===== src/rtl/axis_iq_deinterleaver.sv =====
// Pairs two 4-sample interleaved IQ beats into lock-stepped 8-sample real/imag output words.
// Build option: define AXIS_IQ_SWAP_EN to take Q from the low half and I from the high half of each sample.
module axis_iq_deinterleaver #(
  parameter int unsigned SDATA_WIDTH  = 128,
  parameter int unsigned SAMPLE_WIDTH = 16,
  parameter int unsigned MDATA_WIDTH  = 128,
  parameter int unsigned FCNT_WIDTH   = 16
) (
  input  logic                       clock,
  input  logic                       resetn,
  input  logic [SDATA_WIDTH-1:0]     s_axis_mm2s_tdata,
  input  logic [SDATA_WIDTH/8-1:0]   s_axis_mm2s_tkeep,
  input  logic                       s_axis_mm2s_tvalid,
  output logic                       s_axis_mm2s_tready,
  input  logic                       s_axis_mm2s_tlast,
  output logic [MDATA_WIDTH-1:0]     m_axis_real_tdata,
  output logic [MDATA_WIDTH/8-1:0]   m_axis_real_tkeep,
  output logic                       m_axis_real_tvalid,
  input  logic                       m_axis_real_tready,
  output logic                       m_axis_real_tlast,
  output logic [MDATA_WIDTH-1:0]     m_axis_imag_tdata,
  output logic [MDATA_WIDTH/8-1:0]   m_axis_imag_tkeep,
  output logic                       m_axis_imag_tvalid,
  input  logic                       m_axis_imag_tready,
  output logic                       m_axis_imag_tlast,
  output logic [FCNT_WIDTH-1:0]      frame_count
);
  localparam int unsigned NS  = SDATA_WIDTH / (2 * SAMPLE_WIDTH);
  localparam int unsigned IKB = (2 * SAMPLE_WIDTH) / 8;
  localparam int unsigned OKB = SAMPLE_WIDTH / 8;
  localparam int unsigned MKW = MDATA_WIDTH / 8;

  typedef enum logic {S_EMPTY, S_HALF} state_t;

  state_t                      r_state, w_state_nxt;
  logic [NS*SAMPLE_WIDTH-1:0]  w_beat_i, w_beat_q, r_half_i, r_half_q;
  logic [NS*OKB-1:0]           w_beat_okeep, r_half_okeep;
  logic [MDATA_WIDTH-1:0]      r_out_i, r_out_q;
  logic [MKW-1:0]              r_out_keep;
  logic                        r_out_valid, r_out_last;
  logic [FCNT_WIDTH-1:0]       r_frame_count;
  logic                        w_out_fire, w_in_fire, w_kept;
  logic                        w_half_load, w_single_load, w_pair_load;

  assign w_out_fire         = r_out_valid & m_axis_real_tready & m_axis_imag_tready;
  assign s_axis_mm2s_tready = resetn & (~r_out_valid | w_out_fire);
  assign w_in_fire          = s_axis_mm2s_tvalid & s_axis_mm2s_tready;

  // Partially-qualified samples are zeroed and their output byte qualifiers cleared.
  always_comb begin
    w_beat_i     = '0;
    w_beat_q     = '0;
    w_beat_okeep = '0;
    w_kept       = 1'b0;
    for (int unsigned k = 0; k < NS; k++) begin
      w_kept = &s_axis_mm2s_tkeep[k*IKB +: IKB];
      w_beat_okeep[k*OKB +: OKB] = {OKB{w_kept}};
      if (w_kept) begin
`ifdef AXIS_IQ_SWAP_EN
        w_beat_q[k*SAMPLE_WIDTH +: SAMPLE_WIDTH] = s_axis_mm2s_tdata[2*k*SAMPLE_WIDTH +: SAMPLE_WIDTH];
        w_beat_i[k*SAMPLE_WIDTH +: SAMPLE_WIDTH] = s_axis_mm2s_tdata[(2*k+1)*SAMPLE_WIDTH +: SAMPLE_WIDTH];
`else
        w_beat_i[k*SAMPLE_WIDTH +: SAMPLE_WIDTH] = s_axis_mm2s_tdata[2*k*SAMPLE_WIDTH +: SAMPLE_WIDTH];
        w_beat_q[k*SAMPLE_WIDTH +: SAMPLE_WIDTH] = s_axis_mm2s_tdata[(2*k+1)*SAMPLE_WIDTH +: SAMPLE_WIDTH];
`endif
      end
    end
  end

  always_comb begin
    w_state_nxt   = r_state;
    w_half_load   = 1'b0;
    w_single_load = 1'b0;
    w_pair_load   = 1'b0;
    case (r_state)
      S_EMPTY: begin
        if (w_in_fire) begin
          if (s_axis_mm2s_tlast) begin
            w_single_load = 1'b1;
          end else begin
            w_half_load = 1'b1;
            w_state_nxt = S_HALF;
          end
        end
      end
      S_HALF: begin
        if (w_in_fire) begin
          w_pair_load = 1'b1;
          w_state_nxt = S_EMPTY;
        end
      end
      default: w_state_nxt = S_EMPTY;
    endcase
  end

  always_ff @(posedge clock or negedge resetn) begin
    if (!resetn) begin
      r_state      <= S_EMPTY;
      r_half_i     <= '0;
      r_half_q     <= '0;
      r_half_okeep <= '0;
    end else begin
      r_state <= w_state_nxt;
      if (w_half_load) begin
        r_half_i     <= w_beat_i;
        r_half_q     <= w_beat_q;
        r_half_okeep <= w_beat_okeep;
      end
    end
  end

  // A load in the same cycle as a retire replaces the word without dropping valid.
  always_ff @(posedge clock or negedge resetn) begin
    if (!resetn) begin
      r_out_valid   <= 1'b0;
      r_out_last    <= 1'b0;
      r_out_i       <= '0;
      r_out_q       <= '0;
      r_out_keep    <= '0;
      r_frame_count <= '0;
    end else begin
      if (w_single_load) begin
        r_out_valid <= 1'b1;
        r_out_last  <= 1'b1;
        r_out_i     <= MDATA_WIDTH'(w_beat_i);
        r_out_q     <= MDATA_WIDTH'(w_beat_q);
        r_out_keep  <= MKW'(w_beat_okeep);
      end else if (w_pair_load) begin
        r_out_valid <= 1'b1;
        r_out_last  <= s_axis_mm2s_tlast;
        r_out_i     <= {w_beat_i, r_half_i};
        r_out_q     <= {w_beat_q, r_half_q};
        r_out_keep  <= {w_beat_okeep, r_half_okeep};
      end else if (w_out_fire) begin
        r_out_valid <= 1'b0;
        r_out_last  <= 1'b0;
      end
      if (w_out_fire && r_out_last) begin
        r_frame_count <= r_frame_count + FCNT_WIDTH'(1);
      end
    end
  end

  assign m_axis_real_tdata  = r_out_i;
  assign m_axis_imag_tdata  = r_out_q;
  assign m_axis_real_tkeep  = r_out_keep;
  assign m_axis_imag_tkeep  = r_out_keep;
  assign m_axis_real_tvalid = r_out_valid;
  assign m_axis_imag_tvalid = r_out_valid;
  assign m_axis_real_tlast  = r_out_last;
  assign m_axis_imag_tlast  = r_out_last;
  assign frame_count        = r_frame_count;

endmodule


===== config.mk =====
export PLATFORM = sky130hd
export DESIGN_NAME = axis_iq_deinterleaver
export DESIGN_NICKNAME = d
export VERILOG_FILES = /design/src/rtl/axis_iq_deinterleaver.sv
export SDC_FILE = /design/constraint.sdc
export NUM_CORES = 1
export LEC_CHECK = 0
export ABC_AREA = 1
export CAP_MARGIN = 25
export CORE_ASPECT_RATIO = 1.1
export CORE_UTILIZATION = 30
export DETAILED_ROUTE_END_ITERATION = 16
export GPL_TIMING_DRIVEN = 0
export HOLD_SLACK_MARGIN = 0.12
export SYNTH_ARGS = -nofsm -noshare
export SYNTH_HDL_FRONTEND = slang
export SYNTH_SLANG_ARGS = --single-unit

===== constraint.sdc =====
create_clock -name clock -period 1.5 [get_ports clock]
set_input_delay 0.225 -clock clock [delete_from_list [all_inputs] [get_ports clock]]
set_output_delay 0.225 -clock clock [all_outputs]
set_load 0.01 [all_outputs]

==> results.sh <==
export IMPL_tns_ns=-86.45
export IMPL_outcome="finished with violations"
export IMPL_synth_warnings=0
export IMPL_cts_path_max_buffers=3
export IMPL_violations="negative hold slack, negative setup slack"
export IMPL_synth_fp_nets=2435
export IMPL_core_mm2=0.0597
export IMPL_whs_ns=-0.398
export IMPL_cap_violations=0
export IMPL_drive_gt1_share_pct=19.0
export IMPL_slew_limit_headroom_pct=36.8
export IMPL_synth_common_cells="nand2_1 (1049), dfrtp_1 (415), nand3_1 (324)"
export IMPL_seq_area_mm2=0.0104
export IMPL_place_area_mm2=0.0238
export IMPL_ys_flop_type="dfrtp_1"
export IMPL_cpMaxStageDelayCell="dfrtp_2"
export IMPL_seq_area_frac_synth_pct=57.4
export IMPL_synth_area_leader_cell="dfrtp_1"
export IMPL_critPathBufInv=4
export IMPL_fill_cells=5701
export IMPL_drt_iter0_markers=1088
export IMPL_maxSlewViolCount=0
export IMPL_grt_use_total_pct=23.4
export IMPL_rows=94
export IMPL_ys_top_cells_by_area="dfrtp_1 (57%), nand2_1 (22%), nand3_1 (9.0%), inv_1 (3.1%), nor2_1 (3.1%)"
export IMPL_syn_avg_cell_area_um2=7.92
export IMPL_synthCells=2284
export IMPL_ir_drop_uv=769
export IMPL_crit_end="m_axis_real_tdata[14]"
export IMPL_synthArstFlopShare_pct=100
export IMPL_yosysMostFrequentCell="nand2_1"
export IMPL_cp_top_family="simple AND/OR/NAND/NOR gates"
export IMPL_place_gp_congestion=0.882
export IMPL_antenna_found_initial=2
export IMPL_worstPathCellList="nand3_4 > nand2_4 > nand3_4 > nor2_4 > buf_12 > buf_16 > buf_6 > buf_16 > nand2_2 > nand3_2"
export IMPL_crit_path_max_fanout=8
export IMPL_worst_pin_slew_ns=0.948
export IMPL_drtAntennaViolNets=0
export IMPL_postLayoutCellArea_mm2=0.0285
export IMPL_synth_edf_count=0
export IMPL_yosysTopAreaCellShare_pct=57.4
export IMPL_reg2reg_depth=10
export IMPL_cp_arrival_ns=2.31
export IMPL_hold_path_class="in2async"
export IMPL_route_detailed_drc=0
export IMPL_start_util_pct=30.3
export IMPL_place_ws_ns=-1.77
export IMPL_synth_area_mm2=0.0181
export IMPL_r2r_end="m_axis_real_tdata[14]"
export IMPL_grt_first_pass_wirelength_mm=108
export IMPL_cts_sinks=415
export IMPL_hpwlAfterDp_mm=50.3
export IMPL_h_tree_depth=2
export IMPL_clk_pin_slew_ns=0.06
export IMPL_reg2reg_slack_ns=-0.29
export IMPL_fmax_mhz=557
export IMPL_num_io_pins=459
export IMPL_clkLatencyLatePin_ns=0.59
export IMPL_vias=17700
export IMPL_final_hold_violation_count=64
export IMPL_r2r_start="m_axis_imag_tvalid"
export IMPL_critPathKind="reg2reg"
export IMPL_finalNetCount=3039
export IMPL_cts_root_buf="clkbuf_16"
export IMPL_grt_max_degree=115
export IMPL_start_kind="flip-flop"
export IMPL_die_w_um=236
export IMPL_grt_pass1_vias=17300
export IMPL_rsz0062_at_grt="true"
export IMPL_vias_per_cell=4.80
export IMPL_power_density_mw_per_mm2=1210
export IMPL_setup_violations=431
export IMPL_fin_ws_ns=-0.295
export IMPL_grt_overflow_total=0
export IMPL_fin_crit_ns=1.79
export IMPL_critPathRequiredTime_ns=2.01
export IMPL_routed_wl_mm=75.5
export IMPL_chipHeight_um=260
export IMPL_syn_to_final_growth_pct=57.3
export IMPL_dr_pass1_iters=6
export IMPL_numCtsBuffers=47
export IMPL_cpPeakStageDelay_ns=0.44
export IMPL_power_leakage_nw=18.0
export IMPL_ys_ff_latch=415
export IMPL_cts_tree="built"
export IMPL_fin_crit_sh_pct=120
export IMPL_port_buffers=458
export IMPL_dieArea_mm2=0.0613
export IMPL_crit_cells=10
export IMPL_routedWlPerCell_um=20.5
export IMPL_multi_input_area_mm2=0.00702
export IMPL_crit_start="m_axis_imag_tvalid"
export IMPL_critPathCaptureType="flip-flop"
export IMPL_clock_skew_final_ns=0.0150
export IMPL_ys_types=21
[state kept, by name, summed over array words and instances (netlist names)]
register / count
m_axis_imag_tvalid: 1
frame_count: 16
m_axis_real_tdata: 128
r_half_i: 64
m_axis_imag_tlast: 1
m_axis_imag_tdata: 128
m_axis_imag_tkeep: 8
r_half_q: 64
r_half_okeep: 4
r_state: 1
[cells in the final DEF, fill, tap and decap left out, types with 8 or more instances in the layout]
master           count
buf_4               56
clkbuf_8            17
inv_1              146
o21ai_0             10
clkdlybuf4s15_1     23
clkbuf_1            29
clkbuf_16           67
buf_12              30
nand2_1            984
nand4_1             10
nor2_1             145
nand2_4             25
clkbuf_2            77
o21ai_1              8
dfrtp_2             17
buf_6              100
dfrtp_1            398
nand3_2             55
clkdlybuf4s50_1    148
dlymetal6s2s_1     188
clkdlybuf4s15_2      8
nand2_2             40
buf_8               19
buf_16               9
nand3_1            267
[kinds of logic (layout without fill, tap and decap cells)]
| group | count (synthesis) | count (layout) | share of synthesized area, % |
|---|---|---|---|
| AOI/OAI and AO/OA | 20 | 20 | 0.574 |
| xor gates and xnor gates | 6 | 6 | 0.290 |
| adders and majority gates | 1 | 1 | 0.0692 |
| buffers and inverters | 308 | 944 | 7.35 |
| DFF | 415 | 415 | 57.4 |
| other | 0 | 1 | 0 |
| and+or+nand+nor | 1534 | 1534 | 34.3 |
[routing by layer]
layer	track usage, %	up-vias	routed length, um
met2	38.5	656	36300
li1	-	8255	-
met1	29.7	8607	30900
met4	10.3	2	3500
met5	0	-	12
met3	4.83	177	4800
[area by class of cell]
type                       count  share of cell area [%]
inverter                     150                    2.00
clock inverter                11                   0.479
clock buffer                  70                    4.83
sequential                   415                    36.6
tap                          768                    3.38
antenna                        1                 0.00879
timing repair buffer         564                    22.2
buffer                       149                    5.88
multi-input combinational   1561                    24.6
[repair_timing]
| item | 4_1_cts | 5_1_grt |
|---|---|---|
| gates resized for setup | 476 | 668 |
| hold buffers | 1 | 2 |
| buffers inserted | 38 | 40 |
| hold endpoints to repair | 249 | 199 |
| setup endpoints to repair | 722 | 696 |
| pin swaps | 26 | 61 |
| cloned | 9 | 16 |
[report_power, final]
part / internal [W] / leakage, nW / switching, W
combinational: 0.00432 / 11.6 / 0.00518
sequential: 0.0124 / 5.72 / 0.000904
clock: 0.00681 / 0.741 / 0.00481
total: 0.0236 / 18.0 / 0.0109
[metrics by stage]
stage	cells	total power (W)	hold slack, ns	utilization (%)
floorplan	2284	0.0166	-0.0706	-
global placement	3510	0.0209	0.453	39.7
global route	3689	0.0359	-0.402	47.6
finish	3689	0.0344	-0.398	47.6
detailed placement	3514	0.0212	0.112	39.8
CTS	3642	0.0339	-0.435	44.6
[how the worst min path moves through the flow]
stage	to	slack, ns	cells past startpoint
global placement	r_half_i[16]	0.45	2
global route	m_axis_imag_tdata[124]	-0.40	2
finish	m_axis_imag_tdata[124]	-0.40	2
CTS	m_axis_imag_tdata[124]	-0.44	2
detailed placement	m_axis_imag_tdata[124]	0.11	1
floorplan	frame_count[0]	-0.07	0
No activity file was read; power rests on OpenSTA's default activity.
